$ cat config.mk
export PLATFORM = sky130hd
export DESIGN_NAME = alsu_cmd_seq
export DESIGN_NICKNAME = d
export VERILOG_FILES = /design/src/rtl/alsu_cmd_seq.sv
export SDC_FILE = /design/constraint.sdc
export NUM_CORES = 1
export LEC_CHECK = 0
export CAP_MARGIN = 5
export CORE_AREA = 2 2 141 143
export CTS_CLUSTER_SIZE = 16
export DETAILED_ROUTE_END_ITERATION = 6
export DIE_AREA = 0 0 143 145
export GPL_TIMING_DRIVEN = 0
export PLACE_DENSITY_LB_ADDON = 0.15
export SLEW_MARGIN = 20
export SYNTH_ARGS = -nofsm -noshare
export SYNTH_HDL_FRONTEND = slang
export SYNTH_SLANG_ARGS = --single-unit
$ cat constraint.sdc
create_clock -name clk -period 16.4 [get_ports clk]
set_clock_uncertainty 0.05 [all_clocks]
set_input_delay 4.1 -clock clk [delete_from_list [all_inputs] [get_ports clk]]
set_output_delay 4.1 -clock clk [all_outputs]
set_load 0.005 [all_outputs]
$ cat src/rtl/alsu_cmd_seq.sv
// Command sequencer for the registered ALSU: buffers commands, issues one per cycle, collects
// results after the fixed latency into a tagged response FIFO. Optional: ALSU_CMD_SEQ_IDLE_ZERO_EN.
module alsu_cmd_seq #(
  parameter int unsigned DEPTH   = 4,
  parameter int unsigned LATENCY = 2,
  parameter int unsigned TAG_W   = 4
) (
  input  logic             clk,
  input  logic             rst,
  input  logic             flush,
  input  logic             cmd_valid,
  output logic             cmd_ready,
  input  logic [2:0]       cmd_a,
  input  logic [2:0]       cmd_b,
  input  logic [2:0]       cmd_opcode,
  input  logic [6:0]       cmd_ctrl,
  output logic [2:0]       alsu_A,
  output logic [2:0]       alsu_B,
  output logic [2:0]       alsu_opcode,
  output logic             alsu_cin,
  output logic             alsu_serial_in,
  output logic             alsu_red_op_A,
  output logic             alsu_red_op_B,
  output logic             alsu_bypass_A,
  output logic             alsu_bypass_B,
  output logic             alsu_direction,
  input  logic [5:0]       alsu_out,
  output logic             rsp_valid,
  input  logic             rsp_ready,
  output logic [5:0]       rsp_data,
  output logic [TAG_W-1:0] rsp_tag,
  output logic             busy
);
  localparam int unsigned PtrW   = $clog2(DEPTH);
  localparam int unsigned CntW   = $clog2(DEPTH + 1);
  // Stage 0 tracks the command currently on the alsu_* pins; the LATENCY stages behind it follow
  // the ALSU pipeline, so the tail lines up with the cycle alsu_out holds the result.
  localparam int unsigned Stages = LATENCY + 1;
  localparam int unsigned FlW    = $clog2(Stages + 1);
  localparam int unsigned CmdW   = 16;

  typedef enum logic {StRun, StDrain} state_e;
  state_e state_q, state_d;

  logic [CmdW-1:0]  cmd_mem_q [DEPTH];
  logic [PtrW-1:0]  cmd_wptr_q, cmd_wptr_d, cmd_rptr_q, cmd_rptr_d;
  logic [CntW-1:0]  cmd_cnt_q, cmd_cnt_d;
  logic [5:0]       rsp_dmem_q [DEPTH];
  logic [TAG_W-1:0] rsp_tmem_q [DEPTH];
  logic [PtrW-1:0]  rsp_wptr_q, rsp_wptr_d, rsp_rptr_q, rsp_rptr_d;
  logic [CntW-1:0]  rsp_cnt_q, rsp_cnt_d;
  logic [TAG_W-1:0] tag_q, tag_d;
  logic [Stages-1:0] pipe_vld_q, pipe_vld_d;
  logic [TAG_W-1:0] pipe_tag_q [Stages];
  logic [TAG_W-1:0] pipe_tag_d [Stages];
  logic [CmdW-1:0]  alsu_q, alsu_d;
  logic [FlW-1:0]   in_flight;
  logic [31:0]      credit_used;
  logic             cmd_push, cmd_empty, cmd_full, flush_now, issue, capture, rsp_pop;

  always_comb begin
    in_flight = '0;
    for (int unsigned i = 0; i < Stages; i++) in_flight = in_flight + FlW'(pipe_vld_q[i]);
  end

  always_comb begin
    cmd_empty   = (cmd_cnt_q == '0);
    cmd_full    = (cmd_cnt_q == CntW'(DEPTH));
    cmd_ready   = (state_q == StRun) && !cmd_full;
    cmd_push    = cmd_valid && cmd_ready;
    flush_now   = (state_q == StRun) && flush;
    credit_used = 32'(in_flight) + 32'(rsp_cnt_q);
    issue       = (state_q == StRun) && !flush && !cmd_empty && (credit_used < DEPTH);
    capture     = pipe_vld_q[Stages-1];
    rsp_valid   = (rsp_cnt_q != '0);
    rsp_pop     = rsp_valid && rsp_ready;
    rsp_data    = rsp_dmem_q[rsp_rptr_q];
    rsp_tag     = rsp_tmem_q[rsp_rptr_q];
    busy        = !cmd_empty || (in_flight != '0);
  end

  always_comb begin
    cmd_wptr_d = cmd_wptr_q + PtrW'(cmd_push);
    cmd_rptr_d = cmd_rptr_q + PtrW'(issue);
    cmd_cnt_d  = cmd_cnt_q + CntW'(cmd_push) - CntW'(issue);
    // A flush also discards a command accepted on the same edge.
    if (flush_now) begin
      cmd_wptr_d = '0;
      cmd_rptr_d = '0;
      cmd_cnt_d  = '0;
    end
    rsp_wptr_d = rsp_wptr_q + PtrW'(capture);
    rsp_rptr_d = rsp_rptr_q + PtrW'(rsp_pop);
    rsp_cnt_d  = rsp_cnt_q + CntW'(capture) - CntW'(rsp_pop);
    tag_d      = tag_q + TAG_W'(issue);
    pipe_vld_d = {pipe_vld_q[Stages-2:0], issue};
    pipe_tag_d[0] = tag_q;
    for (int unsigned i = 1; i < Stages; i++) pipe_tag_d[i] = pipe_tag_q[i-1];
`ifdef ALSU_CMD_SEQ_IDLE_ZERO_EN
    alsu_d = issue ? cmd_mem_q[cmd_rptr_q] : '0;
`else
    alsu_d = issue ? cmd_mem_q[cmd_rptr_q] : alsu_q;
`endif
  end

  always_comb begin
    state_d = state_q;
    unique case (state_q)
      StRun:   if (flush) state_d = StDrain;
      StDrain: if (in_flight == '0) state_d = StRun;
    endcase
  end

  always_ff @(posedge clk or posedge rst) begin
    if (rst) begin
      state_q    <= StRun;
      cmd_wptr_q <= '0;
      cmd_rptr_q <= '0;
      cmd_cnt_q  <= '0;
      rsp_wptr_q <= '0;
      rsp_rptr_q <= '0;
      rsp_cnt_q  <= '0;
      tag_q      <= '0;
      pipe_vld_q <= '0;
      alsu_q     <= '0;
      for (int unsigned i = 0; i < Stages; i++) pipe_tag_q[i] <= '0;
      for (int unsigned i = 0; i < DEPTH; i++) begin
        cmd_mem_q[i]  <= '0;
        rsp_dmem_q[i] <= '0;
        rsp_tmem_q[i] <= '0;
      end
    end else begin
      state_q    <= state_d;
      cmd_wptr_q <= cmd_wptr_d;
      cmd_rptr_q <= cmd_rptr_d;
      cmd_cnt_q  <= cmd_cnt_d;
      rsp_wptr_q <= rsp_wptr_d;
      rsp_rptr_q <= rsp_rptr_d;
      rsp_cnt_q  <= rsp_cnt_d;
      tag_q      <= tag_d;
      pipe_vld_q <= pipe_vld_d;
      alsu_q     <= alsu_d;
      for (int unsigned i = 0; i < Stages; i++) pipe_tag_q[i] <= pipe_tag_d[i];
      if (cmd_push && !flush_now) begin
        cmd_mem_q[cmd_wptr_q] <= {cmd_a, cmd_b, cmd_opcode, cmd_ctrl};
      end
      if (capture) begin
        rsp_dmem_q[rsp_wptr_q] <= alsu_out;
        rsp_tmem_q[rsp_wptr_q] <= pipe_tag_q[Stages-1];
      end
    end
  end

  assign alsu_A         = alsu_q[15:13];
  assign alsu_B         = alsu_q[12:10];
  assign alsu_opcode    = alsu_q[9:7];
  assign alsu_direction = alsu_q[6];
  assign alsu_bypass_B  = alsu_q[5];
  assign alsu_bypass_A  = alsu_q[4];
  assign alsu_red_op_B  = alsu_q[3];
  assign alsu_red_op_A  = alsu_q[2];
  assign alsu_serial_in = alsu_q[1];
  assign alsu_cin       = alsu_q[0];

endmodule

==> summary.txt <==
CTS resizes = 0
CTS max path bufs = 2
crit path from = rsp_rptr_q[1]
Fillers = 1,734
post-route ant nets = 0
DP HPWL = 7994 um
sequential fraction of the synthesis area = 0.5851
Final Critical Period = 6.383 ns
Syn Nets = 421
Layout Cells excl Fill = 735
Worst-Margin Slew = 1.000 ns
Yosys top cell area share = 0.5851
worst rel slew slack = 0.3297
later-pin clock latency in the skew report = 0.42 ns
CTS hold repair buffers = 0
vias per cell = 4.638
critical path endpoint category = primary output
Pint = 0.001156 W
gpl congestion = 0.6826
routed via count = 3,409
row cnt = 51
Max H-tree Level = 4
IO Count = 56
GRT overflow = 0
setup TNS = 0 ns
period utilisation layout = 0.3892
dominant cells by area after synthesis = dfrtp_1, mux2_2, mux4_2, mux2_4, ha_1
clock group share of total power = 0.259
cell chain of the critical path = clkbuf_1, mux4_2, clkdlybuf4s50_1
Final Hold Fails = 0
CP max stage delay = 0.56 ns
root buf cell = clkbuf_16
PwrDens = 194.8 mW/mm2
critical-path maximum fanout = 10
final setup fails = 0
I/O Buffers = 55
Critical Path Start Type = flip-flop
Post-Route WL = 12,370 um
Seq cells post-synth = 154
Cells after Synth = 382
status = finished, final reports clean
Final nets = 496
count leader, synth = dfrtp_1
CTS tree = built
CP arrival = 2.23 ns
Yosys warnings = 0
worst r2r src = pipe_vld_q[0]
Worst Hold Depth = 0
switch share = 0.2697
slowest stage cell on the critical path = clkbuf_1
Reg2Reg Depth = 12
Worst Hold Class = flip-flop to flip-flop
Horiz. Die Dim = 143 um
die height = 145 um
share of layout cells above drive strength 1 = 0.4000
global-route usage over all layers = 0.1308
max frequency = 156.7 MHz
Area after DPL = 0.007503 mm2
DRT Pass-1 Iters = 4
Synth Cell Area = 0.006586 mm2
pin count of the biggest net entering global routing = 86
worst path required time = 12.25 ns
initial antenna violation count = 0
syn avg cell area = 17.24 um2
Area growth, synth to finish = 23.40%
Clk pin slew, worst setup/hold paths = 0.06 ns
WS Path Type = flip-flop to primary output
max cap viols = 0
vias in the first global route = 3,848
Post-synth EDFFs = 0
Netlist cell types = 36
Sw Pwr = 0.0004269 W
DRT iter0 DRCs = 144
die area = 0.02074 mm2
commonest cells in the netlist = dfrtp_1, mux2_2, mux2_4
hold_sp = pipe_tag_d[6]
register-to-register setup slack = 13.30 ns
Synth Flop Type = dfrtp_1
Inst Count DP = 703
Remaining DRCs = 0
finished layout cell area = 0.008128 mm2
CTS Sinks = 154
RSZ-0062 raised after global routing = false
Num CTS Buffers = 17
Slew Viols, Final = 0
Pleak = 3.606 nW
asr flop ratio synth = 1.000
Post-CTS Setup Inserts = 0
first-pass GRT wire length = 20,760 um
Core Area = 0.01921 mm2
Synth area leader = dfrtp_1
Max IR drop VDD = 0.08672 mV
combinational share of power = 0.326
share of power burned in registers = 0.415
routed length per placed instance = 16.82 um
Inserted Diodes = 0
Starting Density = 0.3429
[sequential cells by signal (all words and copies together) (netlist names), 4 cells and up]
register,count
alsu_q,16
cmd_mem_q,64
pipe_tag_d,8
pipe_tag_q,4
rsp_dmem_q,24
rsp_tmem_q,16
tag_q,4
[worst max-delay path: cells and delay by family (launching register included)]
kind     cells  cell delay (ns)
buf+inv      2             1.03
flops        1             0.36
mux          1             0.43
[layout by cell type, fill, tap and decap left out, drive strengths merged]
cell type,n
nand3b,3
xnor2,7
and3,1
mux4,26
nor2b,5
nand3,5
bufinv,3
clkdlybuf4s50,55
a21oi,1
nand4b,1
dfrtp,154
fa,3
ha,9
clkinv,1
clkbuf,25
or3,1
clkinvlp,6
nor2,10
or3b,1
xor2,5
inv,8
mux2,120
buf,12
nor3b,1
and2,2
nand2,2
nor3,3
[cell families (layout without fill, tap and decap cells)]
| family | Yosys count | in the layout | synth area share |
|---|---|---|---|
| flops | 154 | 154 | 0.5851 |
| buf+inv | 22 | 110 | 0.02185 |
| compound gates | 1 | 1 | 0.0007591 |
| mux | 146 | 146 | 0.3112 |
| xor+xnor | 12 | 12 | 0.01596 |
| fa+ha+maj | 12 | 12 | 0.02622 |
| simple gates | 35 | 35 | 0.03894 |
[power groups by stage]
stage               Combinational, W  Sequential, W  Clock [W]
floorplan                   0.000364       0.000636          0
global placement            0.000513       0.000654          0
detailed placement          0.000530       0.000664          0
CTS                         0.000531       0.000659   0.000423
global route                0.000568       0.000682   0.000440
finish                      0.000516       0.000657   0.000410
[path summary, 6_finish.rpt]
kind	endpoint
min in group asynchronous	rsp_dmem_q[0]
worst min-delay path	pipe_tag_d[2]
max in group asynchronous	cmd_mem_q[40]
worst max register to register	cmd_cnt_q[2]
worst max-delay path	rsp_tag[0]
worst min register to register	pipe_tag_d[2]
[metrics by stage]
step | hold WS, ns | util | power, W | setup WS [ns]
global placement | 0.2815 | 0.3888 | 0.001166 | 6.084
global route | 0.3126 | 0.4232 | 0.001690 | 9.933
floorplan | 0.2812 | - | 0.001000 | 8.100
finish | 0.2987 | 0.4232 | 0.001583 | 10.02
detailed placement | 0.2871 | 0.3907 | 0.001195 | 9.729
CTS | 0.3012 | 0.4232 | 0.001613 | 9.954
[layout make-up]
cell class / count / area (um2) / area share
sequential: 154 / 3854 / 0.4741
multi-input combinational: 206 / 2589 / 0.3185
timing repair buffer: 56 / 578.1 / 0.07112
clock buffer: 22 / 484.2 / 0.05958
tap: 265 / 331.6 / 0.04079
clock inverter: 10 / 140.1 / 0.01724
buffer: 14 / 113.9 / 0.01401
inverter: 8 / 37.54 / 0.004618
[per-layer routing]
layer  part of all wire  up-vias  global-route usage  wire, um
met5                  0        -                   0         0
met4              0.014        0             0.04752       171
met3              0.031       14             0.03102       380
met2               0.51       49              0.2132      6327
met1               0.44     1812              0.1696      5486
li1                   -     1534                   -         -
Note: power is estimated with default switching activity, not from simulation.
